### config.mk
export PLATFORM = sky130hd
export DESIGN_NAME = sync_fifo
export DESIGN_NICKNAME = d
export VERILOG_FILES = /design/src/rtl/sync_fifo_pkg.sv /design/src/rtl/sync_fifo_ram.sv /design/src/rtl/sync_fifo.sv
export SDC_FILE = /design/constraint.sdc
export NUM_CORES = 1
export LEC_CHECK = 0
export BUFFER_PORTS_ARGS = -buffer_cell sky130_fd_sc_hd__buf_2
export CAP_MARGIN = 5
export CORE_MARGIN = 5
export CORE_UTILIZATION = 55
export DETAILED_ROUTE_END_ITERATION = 10
export PLACE_DENSITY = 0.76
export SLEW_MARGIN = 25
export SYNTH_ARGS = -nofsm -noshare
export SYNTH_HDL_FRONTEND = slang
export SYNTH_SLANG_ARGS = --single-unit
### constraint.sdc
create_clock -name clk -period 6.2 [get_ports clk]
set_clock_uncertainty 0.1 [all_clocks]
set_input_delay 0.31 -clock clk [delete_from_list [all_inputs] [get_ports clk]]
set_output_delay 0.31 -clock clk [all_outputs]
set_load 0.1 [all_outputs]
### src/rtl/sync_fifo_pkg.sv
// sync_fifo_pkg: shared types and helpers for the sync_fifo block.
// Latency: n/a (types and pure functions only).
// Backpressure: n/a.
package sync_fifo_pkg;

    // What an occupancy counter does in a given cycle.
    typedef enum logic [1:0] {
        CNT_HOLD = 2'b00,
        CNT_INC  = 2'b01,
        CNT_DEC  = 2'b10
    } cnt_op_e;

    // A simultaneous push and pop leaves the count unchanged.
    function automatic cnt_op_e cnt_op(input logic push, input logic pull);
        if (push && !pull) return CNT_INC;
        if (pull && !push) return CNT_DEC;
        return CNT_HOLD;
    endfunction

endpackage

### src/rtl/sync_fifo_ram.sv
// sync_fifo_ram: 2^ADDR_WIDTH x DATA_WIDTH storage, synchronous write, asynchronous read.
// Latency: write visible to reads on the cycle after wr_en; read is combinational.
// Backpressure: none; the owner guarantees it never overwrites live entries.
// Ports: clk; wr_en/wr_addr/wr_dat write port; rd_addr/rd_dat read port.
module sync_fifo_ram
    import sync_fifo_pkg::*;
#(
    parameter int DATA_WIDTH = 8,
    parameter int ADDR_WIDTH = 4
) (
    input  logic                  clk,
    input  logic                  wr_en,
    input  logic [ADDR_WIDTH-1:0] wr_addr,
    input  logic [DATA_WIDTH-1:0] wr_dat,
    input  logic [ADDR_WIDTH-1:0] rd_addr,
    output logic [DATA_WIDTH-1:0] rd_dat
);

    localparam int DEPTH = 1 << ADDR_WIDTH;

    // No reset on the array: contents are only meaningful behind the count.
    logic [DATA_WIDTH-1:0] mem [DEPTH];

    always_ff @(posedge clk) begin
        if (wr_en) begin
            mem[wr_addr] <= wr_dat;
        end
    end

    assign rd_dat = mem[rd_addr];

endmodule

### src/rtl/sync_fifo.sv
// sync_fifo: single-clock valid/ready FIFO with occupancy level and almost-full/almost-empty flags.
// Latency: write to out_valid 1 cycle; 2 cycles when SYNC_FIFO_OUTREG_EN is defined (registered output stage).
// Backpressure: in_ready falls when the RAM is full (state only); out_data held while out_valid && !out_ready.
// Ports: clk, rst (synchronous, active-high); in_data/in_valid/in_ready producer side;
//        out_data/out_valid/out_ready consumer side; level, almost_full, almost_empty status.
// Build option: define SYNC_FIFO_OUTREG_EN for the prefetching output register (capacity 2^ADDR_WIDTH+1).
module sync_fifo
    import sync_fifo_pkg::*;
#(
    parameter int DATA_WIDTH    = 8,
    parameter int ADDR_WIDTH    = 4,
    parameter int AFULL_THRESH  = 12,
    parameter int AEMPTY_THRESH = 4
) (
    input  logic                  clk,
    input  logic                  rst,
    input  logic [DATA_WIDTH-1:0] in_data,
    input  logic                  in_valid,
    output logic                  in_ready,
    output logic [DATA_WIDTH-1:0] out_data,
    output logic                  out_valid,
    input  logic                  out_ready,
    output logic [ADDR_WIDTH:0]   level,
    output logic                  almost_full,
    output logic                  almost_empty
);

    localparam int CW = ADDR_WIDTH + 1;
    localparam logic [CW-1:0] RAM_FULL = CW'(1 << ADDR_WIDTH);

    logic                  rst_q;
    logic [ADDR_WIDTH-1:0] wr_ptr_q, wr_ptr_d;
    logic [ADDR_WIDTH-1:0] rd_ptr_q, rd_ptr_d;
    logic [CW-1:0]         ram_cnt_q, ram_cnt_d;
    logic [CW-1:0]         level_q, level_d;
    logic                  afull_q, afull_d;
    logic                  aempty_q, aempty_d;
    logic                  wr_en;
    logic                  ram_rd_en;
    logic                  pop;
    logic [DATA_WIDTH-1:0] ram_rd_dat;

    sync_fifo_ram #(
        .DATA_WIDTH (DATA_WIDTH),
        .ADDR_WIDTH (ADDR_WIDTH)
    ) u_ram (
        .clk     (clk),
        .wr_en   (wr_en),
        .wr_addr (wr_ptr_q),
        .wr_dat  (in_data),
        .rd_addr (rd_ptr_q),
        .rd_dat  (ram_rd_dat)
    );

    // rst_q keeps in_ready low for one cycle after reset releases, and the
    // ready path never depends on in_valid or out_ready.
    assign in_ready = !rst_q && (ram_cnt_q != RAM_FULL);
    assign wr_en    = in_valid && in_ready;
    assign pop      = out_valid && out_ready;

`ifdef SYNC_FIFO_OUTREG_EN
    logic                  out_vld_q, out_vld_d;
    logic [DATA_WIDTH-1:0] out_dat_q, out_dat_d;

    // Prefetch the RAM head whenever the output stage is empty or being
    // drained, so back-to-back pops stream without bubbles.
    always_comb begin
        ram_rd_en = (!out_vld_q || pop) && (ram_cnt_q != '0);
        out_vld_d = out_vld_q;
        out_dat_d = out_dat_q;
        if (ram_rd_en) begin
            out_vld_d = 1'b1;
            out_dat_d = ram_rd_dat;
        end else if (pop) begin
            out_vld_d = 1'b0;
        end
    end

    always_ff @(posedge clk) begin
        if (rst) begin
            out_vld_q <= 1'b0;
            out_dat_q <= '0;
        end else begin
            out_vld_q <= out_vld_d;
            out_dat_q <= out_dat_d;
        end
    end

    assign out_valid = out_vld_q;
    assign out_data  = out_dat_q;
    // Level covers the RAM plus the output register.
    assign level_d   = ram_cnt_d + CW'(out_vld_d);
`else
    assign ram_rd_en = pop;
    assign out_valid = (ram_cnt_q != '0);
    // Gated so the port reads zero while nothing valid is presented.
    assign out_data  = out_valid ? ram_rd_dat : '0;
    assign level_d   = ram_cnt_d;
`endif

    always_comb begin
        wr_ptr_d  = wr_ptr_q;
        rd_ptr_d  = rd_ptr_q;
        ram_cnt_d = ram_cnt_q;
        if (wr_en) begin
            wr_ptr_d = wr_ptr_q + ADDR_WIDTH'(1);
        end
        if (ram_rd_en) begin
            rd_ptr_d = rd_ptr_q + ADDR_WIDTH'(1);
        end
        unique case (cnt_op(wr_en, ram_rd_en))
            CNT_INC: ram_cnt_d = ram_cnt_q + CW'(1);
            CNT_DEC: ram_cnt_d = ram_cnt_q - CW'(1);
            default: ram_cnt_d = ram_cnt_q;
        endcase
    end

    // Flags are registered from the next-cycle level so they move on the
    // same edge as the transfer that changes the level.
    always_comb begin
        afull_d  = (int'(level_d) >= AFULL_THRESH);
        aempty_d = (int'(level_d) <= AEMPTY_THRESH);
    end

    always_ff @(posedge clk) begin
        rst_q <= rst;
        if (rst) begin
            wr_ptr_q  <= '0;
            rd_ptr_q  <= '0;
            ram_cnt_q <= '0;
            level_q   <= '0;
            afull_q   <= 1'b0;
            aempty_q  <= 1'b1;
        end else begin
            wr_ptr_q  <= wr_ptr_d;
            rd_ptr_q  <= rd_ptr_d;
            ram_cnt_q <= ram_cnt_d;
            level_q   <= level_d;
            afull_q   <= afull_d;
            aempty_q  <= aempty_d;
        end
    end

    assign level        = level_q;
    assign almost_full  = afull_q;
    assign almost_empty = aempty_q;

endmodule

Word level (Yosys, flattened, before mapping):

Memories as Yosys holds them, arrays and structs flattened. A register that Yosys moved wholly into a read port is not among the register bits.
Cells that the tools add are included.

* logic and storage cells: 38
* bits in read-only memories: 0
* register bits after elaboration: 16
* RAM bits: 128
* memories kept: 1
* latch bits: 0
* input bits: 12

Memory list
* u_ram.mem: depth 16, bits a word 8, read ports 1, clocked after Yosys merged registers in 1, write ports 1, RTL line sync_fifo_ram.sv:22 `logic [DATA_WIDTH-1:0] mem [DEPTH];`

* divide/modulo/power cells: 0
* reductions and logical operators: 9
* bitwise gates (word level): 0
* multipliers: 0
* equality and inequality tests: 3
* mux-type cells: 13
* $lt $le $gt $ge: 2
* add/subtract/negate cells: 4
* shift-type cells: 0

Operators by type and width (count)
* 5-bit one-hot mux with 2 select lines: 1
* 4-bit by 1-bit adder with 4-bit output (second input constant): 2
* 2-bit two-way mux: 4
* 4-bit two-way mux: 2
* 8-bit two-way mux: 1
* 5-bit by 1-bit adder with 5-bit output (second input constant): 1
* 5-bit by 4-bit >= comparator with 1-bit output (second input constant): 1
* 5-bit by 3-bit less-or-equal comparator with 1-bit output (second input constant): 1
* 1-bit logical AND: 5
* 1-bit two-way mux: 5
* 5-bit != test (second input constant): 1
* 5-bit nonzero test: 1
* 5-bit by 1-bit subtractor with 5-bit output (second input constant): 1
* 1-bit zero test: 3
* 2-bit by 1-bit == test with 1-bit output (second input constant): 1
* 2-bit == test (second input constant): 1

Depth between registers and ports, before layout:

* depth after elaboration: 12
* depth in mapped cells: 13
* depth with buffers taken out: 11

By module:

Synthesis repeated with hierarchy kept, for this count alone.

* cells, all modules: 316
* area, all modules: 5855.6 um^2

By module, submodules not included
* sync_fifo_ram: seq. area each 3843.7 um^2, times used 1, cells an instance 221, area each 4987.3 um^2
* sync_fifo: seq. area each 320.3 um^2, times used 1, cells an instance 95, area each 868.3 um^2

Least setup slack after synthesis:

OpenSTA, ideal clock, no wires.

* kind: reg2reg
* start: register, netlist name level[1]
* end: register aempty_q (netlist: almost_empty)
* path buffers: 2
* period minus slack after synthesis: 3845 ps
* stages on the path, launching flop included: 14
* setup time: 119 ps
* arrival: 3627 ps
* data required time: 5981 ps
* path slack: 2355 ps
* cell sequence: dfxtp_1 -> buf_2 -> nor4_2 -> a211oi_2 -> inv_1 -> ha_1 -> clkbuf_1 -> xor2_1 -> ha_1 -> a21oi_1 -> xor2_1 -> or3_1 -> a21o_1 -> o221a_1

RTL lines
* end signal: assignment: RTL line sync_fifo.sv:140 `aempty_q <= aempty_d;`
* end: declaration: RTL line sync_fifo.sv:37 `logic aempty_q, aempty_d;`

==> results.py <==
metrics = {
    "place": {
        "detailed_place_hpwl_um": 6680,
        "globalplace.congestion": 0.828,
        "io_buffers": 28,
        "cell_count_after_placement": 469,
        "postPlaceCellArea_um2": 6210,
    },
    "timing": {
        "worst_max_slew_pin_slew_ns": 1.05,
        "rsz0062_at_grt": "no",
        "final_max_slew_viol_count": 0,
        "achievable-frequency_mhz": 297,
        "period_minus_ws_final_ns": 3.37,
        "finalSetupViolCount": 0,
        "min_period_over_period_pct": 54.3,
        "maxSlewHeadroom_pct": 29.9,
        "final.setup.tns_ns": 0,
        "hold_viol": 0,
    },
    "global_route": {
        "first_pass_grt_wire_length_um": 17700,
        "number_of_global_route_vias_before_repair": 3054,
        "grt_start_max_net_pins": 33,
        "globalRouteTotalUtil_pct": 19.2,
        "overflow": 0,
        "antenna_found_initial": 1,
    },
    "synth": {
        "synth_edf_count": 128,
        "ys_types": 35,
        "yosysSeqAreaShare_pct": 71.2,
        "synth_async_sr_flop_share_pct": 0,
        "synthFlopType": "sky130_fd_sc_hd__edfxtp_1",
        "synth_largest_area_cell": "sky130_fd_sc_hd__edfxtp_1",
        "postSynthAreaPerCell_um2": 19.2,
        "syn-instance-count": 311,
        "synth.area.top_cells": "sky130_fd_sc_hd__edfxtp_1 (64%), sky130_fd_sc_hd__mux4_2 (8.7%), sky130_fd_sc_hd__mux4_1 (7.5%)",
        "synthesis.nets": 331,
        "synth_warn": 0,
        "synth_most_common_cell": "sky130_fd_sc_hd__edfxtp_1",
        "post-synth-top-area-fraction_pct": 64.5,
        "ys_ff_latch": 148,
        "post_synth_most_frequent_cells": "sky130_fd_sc_hd__edfxtp_1 (128), sky130_fd_sc_hd__nor2_1 (29), sky130_fd_sc_hd__mux4_2 (23)",
        "netlist_area_um2": 5960,
    },
    "detailed_routing": {
        "via_count": 2948,
        "detailedRoute.firstPassIterationCount": 6,
        "detail_route.iter0.violations": 193,
        "number_of_nets_with_antenna_violations_after_routing": 0,
        "post-route-drc-count": 0,
        "route.detailed.wl_per_inst_um": 23.1,
        "detail_route.wirelength_um": 11600,
        "vias_per_inst": 5.86,
    },
    "finish": {
        "fin_util_pct": 63.7,
        "multi_input_area_um2": 1580,
        "layout-drive-gt1-share_pct": 25.4,
        "layout-area-overhead-vs-synth_pct": 14.9,
        "fin_cells": 503,
        "seq_area_um2": 4250,
        "design.final.nets": 369,
        "postLayoutCellArea_um2": 6850,
        "fillCellCount": 750,
    },
    "floorplan": {
        "floorplan.die_area_um2": 13000,
        "core_area_um2": 10700,
        "die-width_um": 114,
        "initial_utilization_pct": 55.5,
        "pin_count": 29,
        "die_height_um": 114,
        "placement_rows": 38,
    },
    "critical_path": {
        "critPathRequiredTime_ns": 5.79,
        "timing.critical_path.from_type": "flop",
        "largest_fanout_of_any_net_on_the_critical_path": 32,
        "timing.critical_path.to_type": "output pin",
        "critical_path_class": "flop to output pin",
        "cp_data_arrival_time_ns": 2.96,
    },
    "clocking": {
        "numCtsBuffers": 17,
        "clkTransAtPathRegs_ns": 0.07,
        "bufs_on_longest_clock_path": 2,
        "cts_root_buf": "sky130_fd_sc_hd__clkbuf_8",
        "cts_tree": "yes",
        "post_cts_setup_buffer_count": 0,
        "tritoncts_num_sinks": 148,
        "htree_num_levels": 4,
        "clk_latency_ns": 0.53,
    },
    "power_and_ir_drop": {
        "total_power_mw": 2.98,
        "static_leakage_nw": 2.34,
        "power.density_cell_area_nw_per_um2": 435,
        "power.ir.vdd_worst_v": 0.000406,
    },
    "flow_run": {
        "cap_viol_max_count": 0,
    },
    "hold_path": {
        "type_of_the_tightest_min_delay_check": "input port to flop",
    },
    "run_status": {
        "status": "finished, final reports clean",
    },
}
-- where the power goes --
part	switching, mW	total [mW]	internal (mW)
clock network	0.407	1.04	0.630
logic	0.595	0.800	0.204
registers	0.0292	1.14	1.11
total	1.03	2.98	1.94
-- timing repair --
| action | 4_1_cts | 5_1_grt |
|---|---|---|
| hold buffers | 1 | 0 |
| endpoints found under the hold margin | 1 | 0 |
| resized for setup | 0 | 0 |
-- routing by layer --
| metal | GRT usage, % | part of all wire (%) |
|---|---|---|
| met2 | 30.8 | 49 |
| met5 | 0 | 0 |
| met1 | 24.9 | 42 |
| met4 | 9.11 | 2.9 |
| met3 | 4.65 | 5.4 |
-- critical path, cell delays in order, from the launching register on --
cell and delay (ns):
sky130_fd_sc_hd__dfxtp_2 0.31, sky130_fd_sc_hd__buf_4 0.48, sky130_fd_sc_hd__mux4_1 0.65, sky130_fd_sc_hd__mux4_2 0.50, sky130_fd_sc_hd__and2_1 0.18, sky130_fd_sc_hd__buf_2 0.29
-- final cells by class --
cell class / count / share of cell area, %
clock buffers: 23 / 8.07
flip-flops and latches: 148 / 62.0
diodes: 1 / 0.0365
well taps: 140 / 2.56
clock inverters: 9 / 1.02
inverters: 8 / 0.438
multi-input cells: 139 / 23.0
repair buffers: 35 / 2.85
-- path summary, 6_finish.rpt --
check	startpoint	end	slack, ns	cells past startpoint
worst max-delay path	flop	out_data[5]	2.83	5
worst min-delay path	in_data[1]	u_ram.mem[11][1]	0.06	1
worst max register to register	level[1]	almost_empty	2.85	11
worst min register to register	rd_ptr_q[3]	flop	0.46	2
-- cells in the final DEF (no fill, tap or decap), types with 2 or more instances in the layout --
cell / netlist / layout
sky130_fd_sc_hd__nand2_1: 10 / 10
sky130_fd_sc_hd__ha_1: 8 / 8
sky130_fd_sc_hd__o21ai_0: 2 / 2
sky130_fd_sc_hd__inv_4: 0 / 3
sky130_fd_sc_hd__clkbuf_16: 0 / 21
sky130_fd_sc_hd__nand4_1: 2 / 2
sky130_fd_sc_hd__and2_1: 8 / 8
sky130_fd_sc_hd__nor2_1: 29 / 29
sky130_fd_sc_hd__clkinv_4: 0 / 2
sky130_fd_sc_hd__mux2i_1: 3 / 3
sky130_fd_sc_hd__mux4_2: 23 / 23
sky130_fd_sc_hd__nor3_1: 7 / 7
sky130_fd_sc_hd__inv_1: 8 / 8
sky130_fd_sc_hd__a21o_1: 2 / 2
sky130_fd_sc_hd__inv_6: 0 / 2
sky130_fd_sc_hd__clkbuf_8: 0 / 2
sky130_fd_sc_hd__xor2_1: 7 / 7
sky130_fd_sc_hd__dfxtp_1: 20 / 19
sky130_fd_sc_hd__edfxtp_1: 128 / 128
sky130_fd_sc_hd__buf_2: 1 / 28
sky130_fd_sc_hd__nand2b_1: 2 / 2
sky130_fd_sc_hd__a21oi_1: 5 / 5
sky130_fd_sc_hd__buf_4: 0 / 6
sky130_fd_sc_hd__xnor2_1: 3 / 3
sky130_fd_sc_hd__mux4_1: 17 / 17
-- logic make-up (layout without fill, tap and decap cells) --
family	count (synthesis)	in the layout	share of synthesized area, %
DFF	148	148	71.2
and+or+nand+nor	63	63	4.91
muxes	43	43	16.7
buffers and inverters	24	75	2.31
AOI/OAI and AO/OA	15	15	1.72
xor gates and xnor gates	10	10	1.47
adders and majority gates	8	8	1.68
other	0	1	0
-- stage by stage --
step / worst slack (ns) / hold WS (ns)
after global placement: 3.04 / 0.412
after floorplan: 2.35 / 0.238
after global routing: 2.62 / 0.0485
after detailed placement: 2.90 / 0.462
final: 2.83 / 0.0577
after CTS: 2.75 / 0.0263
-- registers in the layout, indices dropped and copies added (netlist names), named ones only --
| register | count |
|---|---|
| u_ram.mem | 128 |
| level | 5 |
| rd_ptr_q | 4 |
| wr_ptr_q | 4 |
| almost_empty | 1 |
| almost_full | 1 |
| rst_q | 1 |
Power figures use the tool's default switching activity.
